===== src/rtl/fetch_redirect_ctrl_pkg.sv =====
// rtl/fetch_redirect_ctrl_pkg.sv - shared fetch-redirect types and constants
package fetch_redirect_ctrl_pkg;

   typedef enum logic {
      RUN   = 1'b0,
      DRAIN = 1'b1
   } fetch_state_t;

   localparam logic [31:0] RESET_PC_DEFAULT = 32'hBFC0_0000;
   localparam logic [31:0] PC_STEP_DEFAULT  = 32'd4;

   typedef struct packed {
      logic        valid;
      logic [31:0] target;
   } redirect_t;

endpackage


===== src/rtl/fetch_redirect_ctrl_if.sv =====
// rtl/fetch_redirect_ctrl_if.sv - EXE/WB redirect inputs and instruction-fetch port
interface fetch_redirect_ctrl_if;

   logic        EXE_Branch_Flush;
   logic        EXE_Delayslot_Flush;
   logic [31:0] EXE_BranchTarget;
   logic        EXE_Stall;
   logic        WB_Exc_Redirect;
   logic [31:0] WB_Exc_PC;
   logic        IF_Ready;
   logic        IF_RespValid;
   logic [31:0] PC;
   logic        IF_ReqValid;
   logic        IF_RespDrop;
   logic        IFID_Flush;
   logic        IDEXE_Flush;

   // Pipeline / fetch-port side that drives the redirect controller
   modport master (
      output EXE_Branch_Flush, EXE_Delayslot_Flush, EXE_BranchTarget, EXE_Stall,
      output WB_Exc_Redirect, WB_Exc_PC, IF_Ready, IF_RespValid,
      input  PC, IF_ReqValid, IF_RespDrop, IFID_Flush, IDEXE_Flush
   );

   modport slave (
      input  EXE_Branch_Flush, EXE_Delayslot_Flush, EXE_BranchTarget, EXE_Stall,
      input  WB_Exc_Redirect, WB_Exc_PC, IF_Ready, IF_RespValid,
      output PC, IF_ReqValid, IF_RespDrop, IFID_Flush, IDEXE_Flush
   );

endinterface


===== src/rtl/fetch_redirect_ctrl_redirect_arb.sv =====
// rtl/fetch_redirect_ctrl_redirect_arb.sv - exc > br > ds priority decode and flush bits
module redirect_arb
   import fetch_redirect_ctrl_pkg::*;
(
   input  logic        exc_i,
   input  logic [31:0] exc_pc_i,
   input  logic        br_flush_i,
   input  logic [31:0] br_target_i,
   input  logic        ds_flush_i,
   input  logic        stall_i,
   output redirect_t   redir_o,
   output logic        ifid_flush_o,
   output logic        idexe_flush_o
);

   logic br;
   logic ds;

   // A stalled EXE has not really resolved its branch yet; WB exceptions are never held off
   always_comb begin
      br             = br_flush_i & ~stall_i & ~exc_i;
      ds             = ds_flush_i & ~stall_i & ~exc_i & ~br;
      redir_o.valid  = exc_i | br;
      redir_o.target = exc_i ? exc_pc_i : br_target_i;
      ifid_flush_o   = exc_i | br;
      idexe_flush_o  = exc_i | ds;
   end

endmodule


===== src/rtl/fetch_redirect_ctrl.sv =====
// rtl/fetch_redirect_ctrl.sv - fetch PC owner; turns redirects into new PC, kills and response drops
module fetch_redirect_ctrl
   import fetch_redirect_ctrl_pkg::*;
#(
   parameter logic [31:0] RESET_PC = RESET_PC_DEFAULT,
   parameter logic [31:0] PC_STEP  = PC_STEP_DEFAULT
)
(
   input  logic                 clk,
   input  logic                 rst,
   fetch_redirect_ctrl_if.slave bus
);

   fetch_state_t state_q, state_d;
   logic [31:0]  pc_q, pc_d;
   logic         inflight_q, inflight_d;

   redirect_t    redir;
   logic         ifid_flush;
   logic         idexe_flush;
   logic         req_valid;
   logic         accept;
   logic         resp_pending;

   redirect_arb u_arb (
      .exc_i         (bus.WB_Exc_Redirect),
      .exc_pc_i      (bus.WB_Exc_PC),
      .br_flush_i    (bus.EXE_Branch_Flush),
      .br_target_i   (bus.EXE_BranchTarget),
      .ds_flush_i    (bus.EXE_Delayslot_Flush),
      .stall_i       (bus.EXE_Stall),
      .redir_o       (redir),
      .ifid_flush_o  (ifid_flush),
      .idexe_flush_o (idexe_flush)
   );

   always_comb begin
      // A returning response frees the single slot in time for a back-to-back request
      req_valid    = ~rst & (state_q == RUN) & (~inflight_q | bus.IF_RespValid);
      accept       = req_valid & bus.IF_Ready;
      resp_pending = inflight_q & ~bus.IF_RespValid;
      inflight_d   = accept | resp_pending;
      state_d      = state_q;
      pc_d         = pc_q;
      unique case (state_q)
         RUN: begin
            if (redir.valid) begin
               pc_d = redir.target;
               if (accept | resp_pending) begin
                  state_d = DRAIN;
               end
            end else if (accept) begin
               pc_d = pc_q + PC_STEP;
            end
         end
         DRAIN: begin
            if (redir.valid) begin
               pc_d = redir.target;
            end
            // The only outstanding request is wrong-path, so its return ends the drain
            if (bus.IF_RespValid) begin
               state_d = RUN;
            end
         end
      endcase
   end

   always_ff @(posedge clk) begin
      if (rst) begin
         state_q    <= RUN;
         pc_q       <= RESET_PC;
         inflight_q <= 1'b0;
      end else begin
         state_q    <= state_d;
         pc_q       <= pc_d;
         inflight_q <= inflight_d;
      end
   end

   assign bus.PC          = pc_q;
   assign bus.IF_ReqValid = req_valid;
   assign bus.IF_RespDrop = ~rst & bus.IF_RespValid & (redir.valid | (state_q == DRAIN));
   assign bus.IFID_Flush  = ~rst & ifid_flush;
   assign bus.IDEXE_Flush = ~rst & idexe_flush;

endmodule


===== src/flat_wrapper.sv =====
// flat-port wrapper written by rule: the top's interface ports become plain ports
module fetch_redirect_ctrl_flat import fetch_redirect_ctrl_pkg::*;
#(
   parameter logic [31:0] RESET_PC = RESET_PC_DEFAULT,
   parameter logic [31:0] PC_STEP  = PC_STEP_DEFAULT
)
  (clk, rst, bus_EXE_Branch_Flush, bus_EXE_Delayslot_Flush, bus_EXE_BranchTarget, bus_EXE_Stall, bus_WB_Exc_Redirect, bus_WB_Exc_PC, bus_IF_Ready, bus_IF_RespValid, bus_PC, bus_IF_ReqValid, bus_IF_RespDrop, bus_IFID_Flush, bus_IDEXE_Flush);
  fetch_redirect_ctrl_if bus_i ();
  input  logic clk;
  input  logic rst;
  input wire logic [$bits(bus_i.EXE_Branch_Flush)-1:0] bus_EXE_Branch_Flush;
  input wire logic [$bits(bus_i.EXE_Delayslot_Flush)-1:0] bus_EXE_Delayslot_Flush;
  input wire logic [$bits(bus_i.EXE_BranchTarget)-1:0] bus_EXE_BranchTarget;
  input wire logic [$bits(bus_i.EXE_Stall)-1:0] bus_EXE_Stall;
  input wire logic [$bits(bus_i.WB_Exc_Redirect)-1:0] bus_WB_Exc_Redirect;
  input wire logic [$bits(bus_i.WB_Exc_PC)-1:0] bus_WB_Exc_PC;
  input wire logic [$bits(bus_i.IF_Ready)-1:0] bus_IF_Ready;
  input wire logic [$bits(bus_i.IF_RespValid)-1:0] bus_IF_RespValid;
  output wire logic [$bits(bus_i.PC)-1:0] bus_PC;
  output wire logic [$bits(bus_i.IF_ReqValid)-1:0] bus_IF_ReqValid;
  output wire logic [$bits(bus_i.IF_RespDrop)-1:0] bus_IF_RespDrop;
  output wire logic [$bits(bus_i.IFID_Flush)-1:0] bus_IFID_Flush;
  output wire logic [$bits(bus_i.IDEXE_Flush)-1:0] bus_IDEXE_Flush;
  assign bus_i.EXE_Branch_Flush = bus_EXE_Branch_Flush;
  assign bus_i.EXE_Delayslot_Flush = bus_EXE_Delayslot_Flush;
  assign bus_i.EXE_BranchTarget = bus_EXE_BranchTarget;
  assign bus_i.EXE_Stall = bus_EXE_Stall;
  assign bus_i.WB_Exc_Redirect = bus_WB_Exc_Redirect;
  assign bus_i.WB_Exc_PC = bus_WB_Exc_PC;
  assign bus_i.IF_Ready = bus_IF_Ready;
  assign bus_i.IF_RespValid = bus_IF_RespValid;
  assign bus_PC = bus_i.PC;
  assign bus_IF_ReqValid = bus_i.IF_ReqValid;
  assign bus_IF_RespDrop = bus_i.IF_RespDrop;
  assign bus_IFID_Flush = bus_i.IFID_Flush;
  assign bus_IDEXE_Flush = bus_i.IDEXE_Flush;
  fetch_redirect_ctrl #(.RESET_PC(RESET_PC), .PC_STEP(PC_STEP)) u_core (.clk(clk), .rst(rst), .bus(bus_i));
endmodule

===== config.mk =====
export PLATFORM = sky130hd
export DESIGN_NAME = fetch_redirect_ctrl_flat
export DESIGN_NICKNAME = d
export VERILOG_FILES = /design/src/rtl/fetch_redirect_ctrl_pkg.sv /design/src/rtl/fetch_redirect_ctrl_if.sv /design/src/rtl/fetch_redirect_ctrl_redirect_arb.sv /design/src/rtl/fetch_redirect_ctrl.sv /design/src/flat_wrapper.sv
export SDC_FILE = /design/constraint.sdc
export NUM_CORES = 1
export LEC_CHECK = 0
export BUFFER_PORTS_ARGS = -buffer_cell sky130_fd_sc_hd__buf_2
export CORE_MARGIN = 10
export CORE_UTILIZATION = 40
export DETAILED_ROUTE_END_ITERATION = 7
export GPL_TIMING_DRIVEN = 0
export HOLD_SLACK_MARGIN = 0.05
export PLACE_DENSITY_LB_ADDON = 0.3
export SYNTH_ARGS = -nofsm -noshare
export SYNTH_HDL_FRONTEND = slang
export SYNTH_HIERARCHICAL = 1
export SYNTH_SLANG_ARGS = --single-unit

===== constraint.sdc =====
create_clock -name clk -period 3.17 [get_ports clk]
set_clock_uncertainty 0.2 [all_clocks]
set_input_delay 0.634 -clock clk [delete_from_list [all_inputs] [get_ports clk]]
set_output_delay 0.634 -clock clk [all_outputs]
set_load 0.02 [all_outputs]

[Word-level counts from Yosys, hierarchy flattened]
Cells that the tools add are included.
Storage, ports and cells
  register bits: 34
  latch bits: 0
  RAM bits: 0
  bits in read-only memories: 0
  input bits: 72
  output and inout port bits: 36
  word-level logic and storage cells: 41
  memories kept: 0
Operators by class
  add/sub/neg operators: 1
  multipliers: 0
  divide/modulo/power cells: 0
  order comparisons: 0
  equal/unequal tests: 2
  shift operators: 0
  mux-type cells: 9
  bitwise gates (word level): 25
  reduce and logical (&&, ||, !) cells: 1
Operators with widths (count)
  two-way mux 32 bit: 4
  one-hot mux 32 bit (2 select lines): 1
  adder 32 x 3 -> 32 bit, second input constant: 1
  bitwise AND 1 bit: 13
  inverter 1 bit: 7
  OR 1 bit: 5
  two-way mux 1 bit: 3
  != test 3 x 1 -> 1 bit, second input constant: 1
  != test 2 bit, second input constant: 1
  one-hot mux 1 bit (2 select lines): 1
  AND reduction 2 bit: 1

[Logic depth before layout (Yosys ltp)]
Gate-level depths: netlist of run 1.
  depth after elaboration: 8
  mapped depth: 12
  gate-level depth less buffers: 7

[Modules after synthesis]
The synthesis of run 1 kept the hierarchy.
Modules (own cells, without submodules)
  fetch_redirect_ctrl: times used 1, cells an instance 287, area an instance 2095.8 µm², seq. area each 680.7 µm²
  redirect_arb: times used 1, cells an instance 41, area an instance 566.8 µm², seq. area each 0.0 µm²

[Least setup slack after synthesis of run 1]
Ideal clock, no wire load.
  path type: input to output
  start: in bus_WB_Exc_Redirect
  end: out bus_IF_RespDrop
  arrival: 2.258 ns
  required time: 2.336 ns
  setup slack: 0.078 ns
  stages: 9
  path buffers: 6
  path through: buf_6 > buf_12 > a21o_1 > buf_4 > or2_2 > clkbuf_1 > clkbuf_1 > clkbuf_1 > and3_1
On the way
  cells in the longest elaborated chain, start to end: 5
Ends and longest elaborated chain
  start, declared: RTL line flat_wrapper.sv:15  | input wire logic [$bits(bus_i.WB_Exc_Redirect)-1:0] bus_WB_Exc_Redirect;
  inverter 1 bit: RTL line fetch_redirect_ctrl_redirect_arb.sv:21  | br = br_flush_i & ~stall_i & ~exc_i;
  bitwise AND 1 bit: RTL line fetch_redirect_ctrl_redirect_arb.sv:21
  OR 1 bit (*)
  net u_core.ifid_flush: RTL line fetch_redirect_ctrl.sv:19  | logic ifid_flush;
  OR 1 bit (*): RTL line fetch_redirect_ctrl.sv:82  | assign bus.IF_RespDrop = ~rst & bus.IF_RespValid & (redir.valid | (state_q == DRAIN));
  bitwise AND 1 bit (*): RTL line fetch_redirect_ctrl.sv:82
  end, declared: RTL line flat_wrapper.sv:21  | output wire logic [$bits(bus_i.IF_RespDrop)-1:0] bus_IF_RespDrop;
Mark *: on every way through the listed nets, which the timed path passes. The rest lies on a longest branch.

[Final worst setup path of run 1]
Same ends and word-level chain as after synthesis.

==> results.yml, run 1 <==
outcome:
  status: "finished, final reports clean"
critical_path:
  crit_path_end: "bus_IF_RespDrop"
  end_kind: "primary output"
  path_class: "input port to primary output"
  cp_slowest_cell: "or2_4"
  crit_arrival_ps: 2200
  crit_cells: 9
  r2r_end: "u_core/bus.PC[30]"
  crit_family: "buffers and inverters"
  r2r_slack_ps: 550
  startpoint_type: "input port"
  crit_buf_inv: 6
  slowest_delay_ps: 280
  rr_worst_depth: 7
  worstPathRequired_ps: 2340
  cp_max_fo: 10
  crit_path_start: "bus_WB_Exc_Redirect"
  r2r_start: "u_core/bus.PC[2]"
  crit_chain: "buf_6 -> buf_12 -> a21o_1 -> buf_4 -> or2_4 -> clkbuf_8 -> clkbuf_8 -> and3_1 -> buf_2"
  cpMostUsedCell: "clkbuf_8"
clock_tree:
  cts_made_buffers: 5
  cts_setup_buffers: 0
  clock_sinks: 34
  clock_path_buffers: 2
  clk_pin_slew_ps: 70
  ctsHoldBuffers: 0
  cts-root-buf: "clkbuf_8"
  cts_tree: "yes"
  clk-insertion-delay-late_ps: 290
  htree_num_levels: 2
routing:
  vias: 2900
  drt_first_pass_iters: 5
  drc: 0
  viasPerCell: 5.61
  wire_per_inst_um: 17.8
  wl_um: 9200
  drtIter0Drc: 217
  drtAntennaViolNets: 0
timing:
  maxSlewHeadroom_pct: 52.8
  timing.fmax_ghz: 0.330
  drv_slew: 0
  tns_ps: 0
  rsz0062_at_grt: "false"
  fin_ws_ps: 138
  fin_crit_ps: 3030
  tightest_slew_ps: 703
  min_period_over_period_pct: 95.6
  hold_violations: 0
  final-setup-viol-count: 0
finish:
  layout-drive-gt1-share_pct: 37.0
  synthToLayoutAreaGrowth_pct: 27.5
  n_fill_cell: 637
  diodes: 0
  layout.nets: 512
power:
  peakVddDrop_mv: 0.213
  finalPower_mw: 1.29
  p_per_area_nw_per_um2: 380
  p_leak_nw: 1.49
synthesis:
  yosys-top-cells-area: "dfxtp_1 26%, mux2_4 16%, nand2_1 5.9%"
  synth_area_um2: 2660
  synth.most_common_cell: "nand2_1"
  synth_edf_count: 0
  synth_commonest_cells: "42 x nand2_1, 34 x dfxtp_1, 34 x nor2_1"
  synth_cell_type_count: 57
  synth_top_area_cell: "dfxtp_1"
  synthCells: 328
  syn_nets: 401
  synth_area_per_cell_um2: 8.12
  async_flop_share_pct: 0
  synth_top_area_share_pct: 25.6
  seq_area_frac_synth_pct: 25.6
  yosys_register_bits: 34
  ys.flop_type: "dfxtp_1"
  yosysWarningCount: 6
place:
  pre_cts_ws_ps: -480
  gp_congestion: 0.877
  dp_hpwl_um: 7050
  port_buffers: 105
global_routing:
  antenna_found_initial: 0
  grtUsageTotal_pct: 17.5
  grt_max_degree: 11
  grt_pass1_vias: 2970
  overflow: 0
  grt_first_pass_wirelength_um: 14600
floorplanning:
  die_w_um: 102
  core_um2: 6420
  dieHeight_um: 102
  initial_core_util_pct: 41.5
  ios: 108
  rows: 29
  dieArea_um2: 10300
run:
  max_cap_viol_count: 0
worst_hold_path:
  hold_path_class: "flip-flop to flip-flop"
  hold_depth: 2
## cells by family after synthesis
group	synth area share (%)
AND/OR/NAND/NOR	26.6
AO/OA/AOI/OAI	22.3
multiplexers	19.0
flip-flops	25.6
buffers and inverters	6.06
adder cells (fa/ha/maj)	0.470
## power breakdown
group,internal [mW],leakage (nW),switching [mW]
Clock,0.175,0.0482,0.166
Sequential,0.466,0.282,0.0549
Combinational,0.195,1.16,0.232
## worst min path at each step
stage,startpoint,end
after floorplan,u_core/state_q,u_core/state_q
after global placement,u_core/bus.PC[0],u_core/bus.PC[0]
after detailed placement,u_core/bus.PC[21],u_core/bus.PC[21]
after CTS,u_core/bus.PC[21],u_core/bus.PC[21]
after global routing,u_core/bus.PC[21],u_core/bus.PC[21]
final,u_core/bus.PC[21],u_core/bus.PC[21]
## per-stage QoR
step,hold slack (ps),utilization [%],instances,area [µm²]
global placement,269,51.1,510,3280
finish,298,52.9,517,3390
CTS,298,52.8,517,3390
global route,324,52.9,517,3390
detailed placement,288,51.1,510,3280
floorplan,277,-,328,2660
## state kept, by name, summed over array words and instances (netlist names)
register	count
u_core/inflight_q	1
u_core/state_q	1
u_core/bus.PC	32
## tightest hold or removal path, delay by kind of cell (launching register included)
kind	cells	cell delay [ps]
flip-flops	1	340
AND/OR/NAND/NOR	1	60
AO/OA/AOI/OAI	1	60
## layout make-up
| cell class | instances | area (µm²) | share of cell area (%) |
|---|---|---|---|
| timing repair buffer | 105 | 526 | 15.5 |
| multi-input combinational | 267 | 1820 | 53.7 |
| buffer | 23 | 166 | 4.90 |
| sequential | 34 | 681 | 20.1 |
| clock buffer | 7 | 86.3 | 2.54 |
| clock inverter | 1 | 5.00 | 0.147 |
| tap | 77 | 96.3 | 2.84 |
| inverter | 3 | 11.3 | 0.332 |
## layer usage
layer  GRT usage [%]  vias up  share of wire [%]
met4            5.06        0                1.3
met3            5.72       10                 11
met5               0        -                  0
met1            21.7     1313                 41
li1                -     1434                  -
met2            28.1      143                 47
## timing repair
action	4_1_cts	5_1_grt
hold endpoints to repair	0	0
setup endpoints to repair	1	1
gates cloned	0	0
resized for setup	6	1
## placed cells by master (no fill, tap or decap), drive strengths merged, types with 3 or more instances in the layout
cell    Yosys  layout
buf         8     113
nand2      42      42
nor2       34      34
dfxtp      34      34
mux2       33      33
o21ai      26      26
clkbuf     16      22
a21oi      16      16
nor3       11      11
nand3      10      10
nand4       9       9
a31oi       6       6
a31o        6       6
or3         5       5
and2        5       5
nor2b       4       4
nand2b      4       4
o31ai       4       4
a22oi       4       4
or2         4       4
and3        3       3
mux2i       3       3
a21o        3       3
o22ai       3       3
a32o        3       3
nor4        3       3
(Power assumes the default switching activity.)
==> run 2: changes to the inputs <==
GPL_TIMING_DRIVEN = not set   (was 0)
==> results.yml, run 2 (synthesis results as in run 1) <==
critical_path:
  crit_cells: 5
  crit_chain: "buf_2 -> buf_4 -> a21o_1 -> nor2b_1 -> buf_2"
  slowest_delay_ps: 480
  crit_path_start: "bus_WB_Exc_Redirect"
  crit_buf_inv: 3
  path_class: "input port to primary output"
  worstPathRequired_ps: 2340
  cpMostUsedCell: "buf_2"
  cp_max_fo: 33
  crit_family: "buffers and inverters"
  crit_arrival_ps: 1640
  end_kind: "primary output"
  r2r_end: "u_core/bus.PC[23]"
  cp_slowest_cell: "buf_4"
  r2r_slack_ps: 850
  r2r_start: "u_core/bus.PC[4]"
  startpoint_type: "input port"
  crit_path_end: "bus_IDEXE_Flush"
  rr_worst_depth: 5
routing:
  drtAntennaViolNets: 0
  wire_per_inst_um: 17.0
  drtIter0Drc: 204
  wl_um: 8590
  drc: 0
  vias: 2891
  viasPerCell: 5.72
  drt_first_pass_iters: 5
global_routing:
  overflow: 0
  grt_pass1_vias: 2956
  antenna_found_initial: 0
  grtUsageTotal_pct: 16.8
  grt_max_degree: 41
  grt_first_pass_wirelength_um: 14200
timing:
  hold_violations: 0
  min_period_over_period_pct: 77.9
  timing.fmax_ghz: 0.405
  drv_slew: 0
  fin_crit_ps: 2470
  tns_ps: 0
  rsz0062_at_grt: "false"
  tightest_slew_ps: 718
  final-setup-viol-count: 0
  maxSlewHeadroom_pct: 51.7
  fin_hold_ws_ps: 296
finish:
  largest_register_ffs: 32
  diodes: 0
  synthToLayoutAreaGrowth_pct: 24.2
  layout.nets: 500
  n_fill_cell: 656
  mostFrequentLayoutCell: "buf_2"
  layout-drive-gt1-share_pct: 39.3
  layout_common_cells: "107 x buf_2, 42 x nand2_1, 34 x nor2_1, 34 x dfxtp_1, 28 x mux2_4"
worst_hold_path:
  hold_path.startpoint: "u_core/bus.PC[21]"
  hold_path_class: "flip-flop to flip-flop"
place:
  gp_congestion: 0.870
  port_buffers: 107
  dp_hpwl_um: 6340
clock_tree:
  cts-root-buf: "clkbuf_8"
  clk-insertion-delay-late_ps: 300
  cts_made_buffers: 5
  clk_pin_slew_ps: 70
  cts_tree: "yes"
  cts_resized: 0
  clock_sinks: 34
  ctsHoldBuffers: 0
  clock_path_buffers: 2
  htree_num_levels: 2
  cts_setup_buffers: 0
floorplanning:
  die_w_um: 102
  dieHeight_um: 102
  initial_core_util_pct: 41.5
  rows: 29
  ios: 108
  core_um2: 6420
  dieArea_um2: 10300
run:
  max_cap_viol_count: 0
power:
  finalPower_mw: 1.27
  switchingPower_mw: 0.446
  peakVddDrop_mv: 0.207
  combinationalPowerShare_pct: 31.7
  p_seq_share_pct: 41.0
  p_per_area_nw_per_um2: 385
  switching_share_pct: 35.0
  p_leak_nw: 1.47
  intPower_mw: 0.826
  power_frac_clock_pct: 27.4
outcome:
  status: "finished, final reports clean"
[run 2: changes by cell type in the layout (fill, tap and decap cells not counted), sizes merged]
cell    before  now
buf        113  116
clkbuf      22    7
[run 2: final cells by class]
cell class | count | area, µm² | area share [%]
clock inverter | 1 | 5.00 | 0.151
multi-input combinational | 267 | 1830 | 55.2
inverter | 3 | 11.3 | 0.340
timing repair buffer | 116 | 603 | 18.2
clock buffer | 7 | 86.3 | 2.61
tap | 77 | 96.3 | 2.91
sequential | 34 | 681 | 20.6
[run 2: worst min path at each step]
stage	endpoint	slack, ps	cells after the start
finish	u_core/bus.PC[21]	300	2
global route	u_core/bus.PC[21]	330	2
CTS	u_core/bus.PC[21]	300	2
detailed placement	u_core/bus.PC[1]	280	2
global placement	u_core/bus.PC[0]	270	2
floorplan	u_core/state_q	280	2
[run 2: power by group through the flow]
stage,clock network (mW),registers [mW],logic [mW]
after global routing,0.373,0.530,0.445
final,0.348,0.521,0.403
after CTS,0.351,0.520,0.405
after floorplan,0,0.562,0.234
after global placement,0,0.528,0.398
after detailed placement,0,0.530,0.404
[run 2: stage by stage]
stage	utilization (%)	std cells	cell area [µm²]	worst slack (ps)
floorplan	-	328	2660	78.0
detailed placement	50.1	497	3220	592
global placement	50.1	497	3220	606
CTS	51.5	505	3310	665
global route	51.5	505	3310	613
finish	51.5	505	3310	701
[run 2: per-layer routing]
metal	up-vias	wire, µm	GRT usage (%)
li1	1411	-	-
met1	1359	3620	20.5
met2	111	4200	28.0
met3	10	667	4.97
met4	0	94	4.84
met5	-	0	0
[run 2: worst register-to-register path, cell delays in order (launching register included)]
cell and delay (ps):
dfxtp_1 490, nand4_4 210, or4_4 620, nor4_2 360, a31oi_1 140, a21o_1 190
==> run 3: changes to the inputs <==
clock period = 2.1 ns   (was 3.17 ns; I/O delays follow)
==> results.yml, run 3 (synthesis results as in run 1) <==
outcome:
  status: "finished, final reports clean"
floorplanning:
  core_um2: 6420
  rows: 29
  dieHeight_um: 102
  ios: 108
  initial_core_util_pct: 41.5
  die_w_um: 102
  dieArea_um2: 10300
timing:
  fin_hold_ws_ps: 272
  drv_slew: 0
  fin_crit_ps: 2040
  tightest_slew_ps: 719
  final-setup-viol-count: 0
  rsz0062_at_grt: "true"
  hold_violations: 0
  maxSlewHeadroom_pct: 52.1
  timing.fmax_ghz: 0.489
  min_period_over_period_pct: 97.3
routing:
  drtIter0Drc: 227
  wl_um: 9320
  vias: 3049
  drt_first_pass_iters: 5
  viasPerCell: 5.56
  drtAntennaViolNets: 0
  wire_per_inst_um: 17.0
  drc: 0
global_routing:
  grtUsageTotal_pct: 17.9
  grt_first_pass_wirelength_um: 15000
  overflow: 0
  grt_max_degree: 36
  grt_pass1_vias: 3172
  antenna_found_initial: 0
critical_path:
  crit_family: "simple AND/OR/NAND/NOR gates"
  end_kind: "flip-flop"
  startpoint_type: "flip-flop"
  path_class: "flip-flop to flip-flop"
  r2r_start: "u_core/bus.PC[14]"
  worstPathRequired_ps: 2140
  cp_slowest_cell: "or4_4"
  rr_worst_depth: 5
  r2r_end: "u_core/bus.PC[31]"
  r2r_slack_ps: 60
  slowest_delay_ps: 570
  cp_max_fo: 4
  crit_arrival_ps: 2090
  crit_buf_inv: 0
  crit_chain: "nand4_1 -> or4_4 -> or3_4 -> o21ai_1 -> a31o_1"
place:
  port_buffers: 107
  place_inst: 540
  dp_hpwl_um: 7180
  gp_congestion: 0.873
clock_tree:
  cts_tree: "yes"
  clock_sinks: 34
  cts_made_buffers: 5
  clk-insertion-delay-late_ps: 300
  htree_num_levels: 2
  clock_path_buffers: 2
  ctsHoldBuffers: 0
  cts-root-buf: "clkbuf_8"
  clk_pin_slew_ps: 70
finish:
  mostFrequentLayoutCell: "buf_2"
  largest_register_ffs: 32
  n_fill_cell: 602
  layout.nets: 543
  synthToLayoutAreaGrowth_pct: 40.9
  layout_common_cells: "107 x buf_2, 49 x buf_4, 42 x nand2_1, 34 x nor2_1, 29 x mux2_4"
  layout-drive-gt1-share_pct: 49.0
  final_cells: 548
  diodes: 0
power:
  peakVddDrop_mv: 0.337
  p_leak_nw: 1.75
  p_per_area_nw_per_um2: 543
worst_hold_path:
  hold_path_class: "input port to flip-flop"
  hold_path.startpoint: "bus_EXE_BranchTarget[24]"
  hold_depth: 4
  holdPathEnd: "u_core/bus.PC[24]"
run:
  max_cap_viol_count: 0
-- run 3: changes by cell type in the layout (fill, tap and decap cells not counted), sizes merged --
cell	previous run	this run
buf	116	159
-- run 3: cell type report --
class / instances / area, µm² / share of cell area [%]
clock buffers: 7 / 86.3 / 2.30
clock inverters: 1 / 5.00 / 0.133
inverters: 3 / 11.3 / 0.300
multi-input cells: 267 / 1910 / 51.0
flip-flops and latches: 34 / 696 / 18.5
well taps: 77 / 96.3 / 2.57
repair buffers: 159 / 946 / 25.2
-- run 3: stage by stage --
step / power, mW / setup TNS (ps) / setup WS, ps / utilization (%) / cell area, µm²
floorplan: 1.23 / -1940 / -284 / - / 2760
global route: 2.16 / -14.6 / -10.6 / 58.4 / 3750
global placement: 1.49 / -2430 / -227 / 55.8 / 3590
CTS: 2.04 / 0 / 4.13 / 57.4 / 3690
finish: 2.04 / 0 / 56.1 / 58.4 / 3750
detailed placement: 1.51 / -3520 / -321 / 55.8 / 3590
-- run 3: power breakdown --
| part | switching, mW | total, mW | internal, mW |
|---|---|---|---|
| registers | 0.0508 | 0.758 | 0.707 |
| logic | 0.394 | 0.754 | 0.361 |
| clock network | 0.261 | 0.526 | 0.265 |
-- run 3: worst max-delay path by stage --
stage / cells past startpoint / slack (ps) / to / startpoint
final: 5 / 60 / u_core/bus.PC[31] / u_core/bus.PC[14]
after global routing: 5 / -10 / u_core/bus.PC[29] / u_core/bus.PC[8]
after CTS: 5 / 4 / u_core/bus.PC[29] / u_core/bus.PC[12]
after detailed placement: 5 / -320 / u_core/bus.PC[11] / bus_IF_RespValid
after global placement: 5 / -230 / u_core/bus.PC[11] / bus_IF_RespValid
after floorplan: 9 / -280 / bus_IF_RespDrop / bus_WB_Exc_Redirect
-- run 3: metal layers --
metal	vias to the layer above	track usage [%]	share of wire, %
li1	1499	-	-
met1	1418	22.3	43
met2	121	29.4	47
met3	11	5.24	8.1
met4	0	4.29	1.2
met5	-	0	0
-- run 3: worst reg2reg max path, delay by kind of cell, from the launching register on --
kind	cells	cell delay, ps
compound gates	2	270
simple gates	3	1150
flops	1	370
-- run 3: timing repair --
action | in CTS | in global routing
endpoints found under the setup margin | 13 | 11
pin swaps | 0 | 4
buffers inserted | 0 | 0
gates resized for setup | 2 | 20
hold endpoints to repair | 0 | 0
